<file path="src/rtl/iq_pkg.sv">
// iq_pkg: shared field positions, widths, sync defaults and lock FSM encoding for the I/Q unpacker.
package iq_pkg;
   localparam logic [1:0] I_SYNC_DEF = 2'b10;
   localparam logic [1:0] Q_SYNC_DEF = 2'b01;
   localparam int I_SYNC_MSB = 31;
   localparam int Q_SYNC_MSB = 15;
   localparam int I_MSB      = 29;
   localparam int I_CTL      = 16;
   localparam int Q_MSB      = 13;
   localparam int MARK       = 0;
   localparam int SAMP_W     = 13;
   localparam int OUT_W      = 16;
   localparam int ENTRY_W    = 2 * OUT_W + 1;

   typedef enum logic {HUNT, LOCKED} lock_state_t;

   function automatic logic [OUT_W-1:0] sext(input logic [SAMP_W-1:0] x);
      return {{(OUT_W - SAMP_W){x[SAMP_W-1]}}, x};
   endfunction
endpackage

</file>
<file path="src/rtl/iq_sample_fifo.sv">
// iq_sample_fifo: synchronous sample FIFO; pointers carry one extra wrap bit so count spans 0..DEPTH.
module iq_sample_fifo
   import iq_pkg::*;
#(
   parameter int WIDTH = ENTRY_W,
   parameter int DEPTH = 4
) (
   input  logic                       i_ddr_clk,
   input  logic                       i_rst_b,
   input  logic                       wr_en,
   input  logic [WIDTH-1:0]           wr_data,
   input  logic                       rd_en,
   output logic [WIDTH-1:0]           rd_data,
   output logic [$clog2(DEPTH):0]     count
);
   localparam int AW = $clog2(DEPTH);

   logic [WIDTH-1:0] mem [DEPTH];
   logic [AW:0]      wr_ptr;
   logic [AW:0]      rd_ptr;

   // pointer advance; only the pointers are cleared, stale storage is unreachable once empty
   always_ff @(posedge i_ddr_clk or negedge i_rst_b)
      if (!i_rst_b) begin
         wr_ptr <= '0;
         rd_ptr <= '0;
      end else begin
         if (wr_en) wr_ptr <= wr_ptr + (AW + 1)'(1);
         if (rd_en) rd_ptr <= rd_ptr + (AW + 1)'(1);
      end

   // storage write
   always_ff @(posedge i_ddr_clk)
      if (wr_en) mem[wr_ptr[AW-1:0]] <= wr_data;

   assign rd_data = mem[rd_ptr[AW-1:0]];
   assign count   = wr_ptr - rd_ptr;
endmodule

</file>
<file path="src/rtl/iq_word_unpacker.sv">
// iq_word_unpacker: checks sync fields, tracks link lock, sign-extends I/Q and buffers samples.
// Define IQ_STATS_EN to build the saturating o_sync_err / o_drop_cnt counters; otherwise they read 0.
module iq_word_unpacker
   import iq_pkg::*;
#(
   parameter logic [1:0] I_SYNC     = I_SYNC_DEF,
   parameter logic [1:0] Q_SYNC     = Q_SYNC_DEF,
   parameter int         DEPTH      = 4,
   parameter int         LOCK_CNT   = 4,
   parameter int         UNLOCK_CNT = 2
) (
   input  logic        i_ddr_clk,
   input  logic        i_rst_b,
   input  logic        i_word_valid,
   input  logic [31:0] i_word,
   output logic        o_full,
   output logic        o_valid,
   input  logic        i_ready,
   output logic [15:0] o_i,
   output logic [15:0] o_q,
   output logic        o_mark,
   output logic        o_locked,
   output logic [15:0] o_sync_err,
   output logic [15:0] o_drop_cnt
);
   localparam int          AW       = $clog2(DEPTH);
   localparam logic [AW:0] FULL     = (AW + 1)'(DEPTH);
   localparam logic [AW:0] FULL_M1  = (AW + 1)'(DEPTH - 1);
   localparam logic [3:0]  LOCK_N   = 4'(LOCK_CNT);
   localparam logic [3:0]  UNLOCK_N = 4'(UNLOCK_CNT);

   logic [31:0]        w1;
   logic               v1;
   logic               good;
   lock_state_t        state, state_nx;
   logic [3:0]         run, run_nx;
   logic               wr_req, wr_en, pop, full_now;
   logic [AW:0]        count, count_nx;
   logic [ENTRY_W-1:0] rd_data;
   logic               unused_ctl;

   // stage 1: every clock captures the word together with its strobe
   always_ff @(posedge i_ddr_clk or negedge i_rst_b)
      if (!i_rst_b) begin
         w1 <= '0;
         v1 <= 1'b0;
      end else begin
         w1 <= i_word;
         v1 <= i_word_valid;
      end

   assign good       = (w1[I_SYNC_MSB -: 2] == I_SYNC) && (w1[Q_SYNC_MSB -: 2] == Q_SYNC);
   assign unused_ctl = w1[I_CTL];

   // lock FSM register
   always_ff @(posedge i_ddr_clk or negedge i_rst_b)
      if (!i_rst_b) begin
         state <= HUNT;
         run   <= '0;
      end else begin
         state <= state_nx;
         run   <= run_nx;
      end

   // run counts words pointing toward the other state; reaching the threshold flips state
   always_comb begin
      state_nx = state;
      run_nx   = run;
      if (v1) begin
         run_nx = (good == (state == HUNT)) ? run + 4'd1 : 4'd0;
         if (run_nx == ((state == HUNT) ? LOCK_N : UNLOCK_N)) begin
            state_nx = (state == HUNT) ? LOCKED : HUNT;
            run_nx   = 4'd0;
         end
      end
   end

   assign o_locked = (state == LOCKED);
   assign wr_req   = v1 && good && (state == LOCKED);
   assign o_valid  = (count != '0);
   assign pop      = o_valid && i_ready;
   assign full_now = (count == FULL);
   assign wr_en    = wr_req && (!full_now || pop);
   assign count_nx = count + {{AW{1'b0}}, wr_en} - {{AW{1'b0}}, pop};

   // back-pressure asserts one entry early so a word already in flight still fits
   always_ff @(posedge i_ddr_clk or negedge i_rst_b)
      if (!i_rst_b) o_full <= 1'b0;
      else          o_full <= (count_nx >= FULL_M1);

   iq_sample_fifo #(.WIDTH(ENTRY_W), .DEPTH(DEPTH)) u_fifo (
      .i_ddr_clk (i_ddr_clk),
      .i_rst_b   (i_rst_b),
      .wr_en     (wr_en),
      .wr_data   ({w1[MARK], sext(w1[Q_MSB -: SAMP_W]), sext(w1[I_MSB -: SAMP_W])}),
      .rd_en     (pop),
      .rd_data   (rd_data),
      .count     (count)
   );

   assign o_i    = o_valid ? rd_data[OUT_W-1:0]       : '0;
   assign o_q    = o_valid ? rd_data[2*OUT_W-1:OUT_W] : '0;
   assign o_mark = o_valid && rd_data[2*OUT_W];

`ifdef IQ_STATS_EN
   logic drop;
   assign drop = wr_req && full_now && !pop;

   // saturating sync-error and drop counters
   always_ff @(posedge i_ddr_clk or negedge i_rst_b)
      if (!i_rst_b) begin
         o_sync_err <= '0;
         o_drop_cnt <= '0;
      end else begin
         if (v1 && !good && o_sync_err != 16'hFFFF) o_sync_err <= o_sync_err + 16'd1;
         if (drop && o_drop_cnt != 16'hFFFF)        o_drop_cnt <= o_drop_cnt + 16'd1;
      end
`else
   assign o_sync_err = '0;
   assign o_drop_cnt = '0;
`endif
endmodule

</file>
<file path="config.mk">
export PLATFORM = sky130hd
export DESIGN_NAME = iq_word_unpacker
export DESIGN_NICKNAME = d
export VERILOG_FILES = /design/src/rtl/iq_pkg.sv /design/src/rtl/iq_sample_fifo.sv /design/src/rtl/iq_word_unpacker.sv
export SDC_FILE = /design/constraint.sdc
export NUM_CORES = 1
export LEC_CHECK = 0
export ABC_AREA = 1
export CAP_MARGIN = 15
export CORE_ASPECT_RATIO = 2
export CORE_MARGIN = 1.5
export CORE_UTILIZATION = 57
export CTS_CLUSTER_DIAMETER = 80
export DETAILED_ROUTE_END_ITERATION = 8
export GPL_TIMING_DRIVEN = 0
export PLACE_DENSITY = 0.86
export SYNTH_ARGS = -nofsm -noshare
export SYNTH_HDL_FRONTEND = slang
export SYNTH_SLANG_ARGS = --single-unit
</file>
<file path="constraint.sdc">
create_clock -name i_ddr_clk -period 6.1 [get_ports i_ddr_clk]
set_clock_uncertainty 0.1 [all_clocks]
set_input_delay 1.22 -clock i_ddr_clk [delete_from_list [all_inputs] [get_ports i_ddr_clk]]
set_output_delay 1.22 -clock i_ddr_clk [all_outputs]
set_load 0.005 [all_outputs]
</file>
# [Word-level counts from Yosys, hierarchy flattened]
# Memory sizes are Yosys's and may differ from the RTL's.
# Index checks and enable logic that the tools add are counted.
[totals] ff_bits=45 ram_bits=132 in_bits=36 output_inout_bits=68 wordCells=39 memories=1
[op_classes] n_addsub=6 magnitude_cmp=1 n_eq_ne=5 n_mux=8 bitwise_logic=1 reduce_logical=10
[memory_table] name="u_fifo.mem" depth=4 width=33 rd=1 rd_ports_with_merged_regs=0 wr=1 line_no="iq_sample_fifo.sv:18" source="logic [WIDTH-1:0] mem [DEPTH];"
[op_table] op="16-bit 2-to-1 mux" count=2
[op_table] op="4-bit 2-to-1 mux" count=2
[op_table] op="3-bit by 1-bit adder with 3-bit output, second input constant" count=2
[op_table] op="1-bit logical AND" count=6
[op_table] op="4-bit by 1-bit adder with 4-bit output, second input constant" count=1
[op_table] op="4-bit by 3-bit == test with 1-bit output" count=1
[op_table] op="3-bit by 1-bit adder with 3-bit output" count=1
[op_table] op="3-bit == test, second input constant" count=1
[op_table] op="3-bit by 2-bit greater-or-equal comparator with 1-bit output, second input constant" count=1
[op_table] op="1-bit 2-to-1 mux" count=3
[op_table] op="3-bit 2-to-1 mux" count=1
[op_table] op="3-bit nonzero test" count=1
[op_table] op="3-bit by 1-bit subtractor with 3-bit output" count=1
[op_table] op="3-bit subtractor" count=1
[op_table] op="2-bit by 1-bit == test with 1-bit output, second input constant" count=1
[op_table] op="2-bit == test, second input constant" count=1
[op_table] op="2-bit AND reduction" count=1
[op_table] op="1-bit == test" count=1
[op_table] op="1-bit zero test" count=1
[op_table] op="1-bit logical OR" count=1
[op_table] op="1-bit NOT" count=1

# [Depth between registers and ports, before layout]
[depth] ltp_word=8 ltp_mapped=15 mapped_depth_nobuf=15

# [By module]
# From an unflattened synthesis, not the netlist that was laid out.
[hier_totals] cells_unflattened=784 hier_area_um2=7828.8
[by_module_without_submodules] mod="iq_sample_fifo" instances=1 cells_each=566 area_per_inst_um2=5960.7 seq_area_each_um2=4113.9
[by_module_without_submodules] mod="iq_word_unpacker" instances=1 cells_each=218 area_per_inst_um2=1868.0 seq_area_each_um2=950.9

# [Worst setup path before layout]
# OpenSTA, ideal clock, no wires.
[synth_timing] path_type="flip-flop to output port" from="register u_fifo.wr_ptr[0]" to="output o_q[13]" arrival_time_ns=1.919 required_ns=4.780 slack_ns=2.861 stages_incl_launch_ff=12 path_buffers=3 cell_sequence="dfrtp_1 -> inv_1 -> ha_1 -> fa_1 -> nand2_1 -> inv_1 -> nand2_1 -> buf_6 -> buf_6 -> nand2_1 -> inv_1 -> buf_4"
[synth_via] elab_chain_cells=3
[synth_lines] element="from (decl)" line_no="iq_sample_fifo.sv:19" source="logic [AW:0] wr_ptr;"
[synth_lines] element="from (signal assigned)" line_no="iq_sample_fifo.sv:28" source="if (wr_en) wr_ptr <= wr_ptr + (AW + 1)'(1);"
[synth_lines] element="3-bit subtractor" line_no="iq_sample_fifo.sv:37" source="assign count = wr_ptr - rd_ptr;"
[synth_lines] element="3-bit nonzero test" line_no="iq_word_unpacker.sv:80" source="assign o_valid = (count != '0);"
[synth_lines] element="16-bit 2-to-1 mux" line_no="iq_word_unpacker.sv:102" source="assign o_q = o_valid ? rd_data[2*OUT_W-1:OUT_W] : '0;"
[synth_lines] element="to (decl)" line_no="iq_word_unpacker.sv:20" source="output logic [15:0] o_q,"
# Every way passes these cells.

# [Worst setup path after layout]
[layout_timing] from="register u_fifo.wr_ptr[0]" to="output o_i[14]"
[layout_via] elab_chain_cells=3
[layout_lines] element="3-bit subtractor" line_no="iq_sample_fifo.sv:37"
[layout_lines] element="3-bit nonzero test" line_no="iq_word_unpacker.sv:80"
[layout_lines] element="16-bit 2-to-1 mux" line_no="iq_word_unpacker.sv:101" source="assign o_i = o_valid ? rd_data[OUT_W-1:0] : '0;"
[layout_lines] element="to (decl)" line_no="iq_word_unpacker.sv:19" source="output logic [15:0] o_i,"
# Every way passes these cells.

==> results_dict.tcl <==
set metrics [dict create \
    dpl.hpwl_mm 8.93 \
    cts.clk_slew.worst_paths_ns 0.06 \
    syn_area_um2 6180 \
    place_area_um2 7210 \
    drtAntennaViolNets 0 \
    finalSetupViolCount 0 \
    worstSetupStartpointType "flop" \
    io_pins 104 \
    std_cell_rows 53 \
    power_density_nw_per_um2 453 \
    p_int_uw 2380 \
    crit_arrival_ns 3.09 \
    ys_warn_count 0 \
    hold_start "w1[26]" \
    drive_above_1_share_pct 14.3 \
    cap_viol_max_count 0 \
    fp.dieH_um 150 \
    drc 0 \
    synth_area_leader_cell "edfxtp_1" \
    netlist.area_leader.share_pct 52.5 \
    coreArea_um2 10500 \
    pwr-share-comb_pct 38.6 \
    die_w_um 76.6 \
    fmax_mhz 227 \
    clkSinkCount 152 \
    clk_latency_ns 0.42 \
    syn_avg_cell_area_um2 12.3 \
    gp_congestion 0.777 \
    post_cts.repair.setup_buffers 0 \
    grt_antenna_before_repair 0 \
    drv_slew 0 \
    avgViaCountPerCell 5.38 \
    postLayoutCellArea_um2 7780 \
    finalCriticalPeriod_ns 4.41 \
    hp-class "flop to flop" \
    clock_power_share_pct 28.5 \
    overflow 0 \
    swShare_pct 32.6 \
    worst_ep_required_time_ns 4.78 \
    clockBufferDepth 2 \
    rsz0062_at_grt "false" \
    p_leak_uw 0.00324 \
    hold_viol_final 0 \
    max-vdd-ir-drop_mv 0.401 \
    wl_per_cell_um 17.7 \
    diodes 0 \
    yosysSeqAreaShare_pct 70.3 \
    grt_pass1_wl_mm 21.5 \
    cts_tree "yes" \
    pwr-share-seq_pct 32.9 \
    finalCritPeriodShare_pct 72.3 \
    synth.top_cells.by_area "edfxtp_1 (52%), dfrtp_1 (18%), nor2_1 (5.6%)" \
    drtPass1Iterations 5 \
    status "finished, final reports clean" \
    cts-resized-gates 0 \
    htreeDepth 4 \
    worstSetupPathType "flop to output pin" \
    initialDrtViolationCount 498 \
    crit_fanout 10 \
    synth_cell_types 23 \
    wl_mm 13.7 \
    grt_max_degree 36 \
    nets 672 \
    synthCells 504 \
    holdBufCountCts 0 \
    num_vias 4167 \
    slew_headroom_pct 34.6 \
    start_util_pct 58.6 \
    die_area_um2 11500 \
    numCtsBuffers 17 \
    setup-tns-final_ns 0 \
    area_growth_pct 25.9 \
    cts-root-buf "clkbuf_16" \
    worstReg2RegStart "u_fifo.wr_ptr[0]" \
    p_switching_uw 1150 \
    endpoint_kind "output pin" \
    grt_pass1_vias 4396 \
    ys_seq_elements 152 \
    port_buffers 70 \
    worst_pin_slew_ns 0.979 \
    grt_use_total_pct 25.4 \
    cp-startpoint "u_fifo.wr_ptr[0]" \
]
[power by group through the flow]
stage,combinational (µW),clock (µW),sequential (µW)
2_1_floorplan,691,0,1170
3_3_place_gp,1280,0,1180
3_5_place_dp,1330,0,1180
4_1_cts,1350,1010,1160
5_1_grt,1480,1050,1160
6_report,1360,1000,1160
[registers in the layout, summed over array words and instances, names as in the netlist]
signal         flops
v1                 1
run                4
u_fifo.rd_ptr      3
o_locked           1
u_fifo.wr_ptr      3
u_fifo.mem       108
o_full             1
w1                31
[routing by layer]
layer	global-route usage (%)	part of all wire, %	wire (µm)	up-vias
met5	0	0	0	-
met4	14.2	2.9	403	0
met3	6.18	6.2	855	33
met2	48.3	57	7800	239
met1	24.7	34	4630	2011
li1	-	-	-	1884
[Yosys cell counts (all sizes together)]
library cell and number:
edfxtp 108, fa 2, conb 1, nand4 3, ha 9, xnor2 4, nand2 67, inv 45
o21ai 29, buf 50, nor2 92, o32ai 27, or2 1, xor2 3, dfrtp 44, clkbuf 8
nand3 11
[cell families (layout without fill, tap and decap cells)]
| group | after synthesis | count (layout) | share of synthesized area [%] |
|---|---|---|---|
| adder cells (fa/ha/maj) | 11 | 11 | 2.47 |
| other | 1 | 32 | 0.0607 |
| AO/OA/AOI/OAI | 56 | 56 | 6.18 |
| AND/OR/NAND/NOR | 174 | 174 | 11.0 |
| XOR/XNOR | 7 | 7 | 0.992 |
| buffers and inverters | 103 | 206 | 9.01 |
| flip-flops | 152 | 152 | 70.3 |
[placed cells by master (no fill, tap or decap), drive strengths merged]
cell,n
o32ai,27
fa,2
o21ai,29
clkbuf,25
or2,1
xnor2,4
xor2,3
bufinv,1
ha,9
nand3,11
nor2,92
inv,53
buf,52
edfxtp,108
clkdlybuf4s50,69
conb,32
clkinv,4
nand2,67
dfrtp,44
nand4,3
clkinvlp,2
[per-stage QoR]
| stage | total power [µW] | hold WS, ns | util [%] | std cells | worst slack, ns |
|---|---|---|---|---|---|
| 2_1_floorplan | 1860 | 0.355 | - | 535 | 2.86 |
| 3_3_place_gp | 2460 | 0.360 | 68.0 | 742 | 1.45 |
| 3_5_place_dp | 2510 | 0.373 | 68.4 | 743 | 2.14 |
| 4_1_cts | 3520 | 0.387 | 73.8 | 775 | 1.68 |
| 5_1_grt | 3690 | 0.403 | 73.8 | 775 | 1.50 |
| 6_report | 3520 | 0.383 | 73.8 | 775 | 1.69 |
[path summary, 6_finish.rpt]
path	end	slack, ns	depth (start not counted)
max reg2reg	o_full	2.67	14
min	u_fifo.mem[1][9]	0.38	0
min reg2reg	u_fifo.mem[1][9]	0.38	0
min in group asynchronous	w1[6]	0.55	1
max	o_i[14]	1.69	11
max in group asynchronous	w1[24]	4.86	2
[worst max-delay path, stage by stage (launching register included)]
cell and delay, ns:
dfrtp_1 0.41, inv_1 0.12, ha_1 0.22, fa_1 0.52
nand2_1 0.12, inv_1 0.04, nand2_1 0.12, buf_2 0.26
nand2_1 0.11, inv_1 0.14, buf_4 0.12, clkdlybuf4s50_1 0.48
[final cells by class]
cell class / count / area [µm²]
plain buffers: 58 / 388
clock buffers: 17 / 425
clock inverters: 15 / 141
fillers: 654 / 2760
inverters: 45 / 169
multi-input cells: 280 / 1430
flip-flops and latches: 152 / 4340
well taps: 137 / 171
repair buffers: 71 / 716
Power figures use the tool's default switching activity.
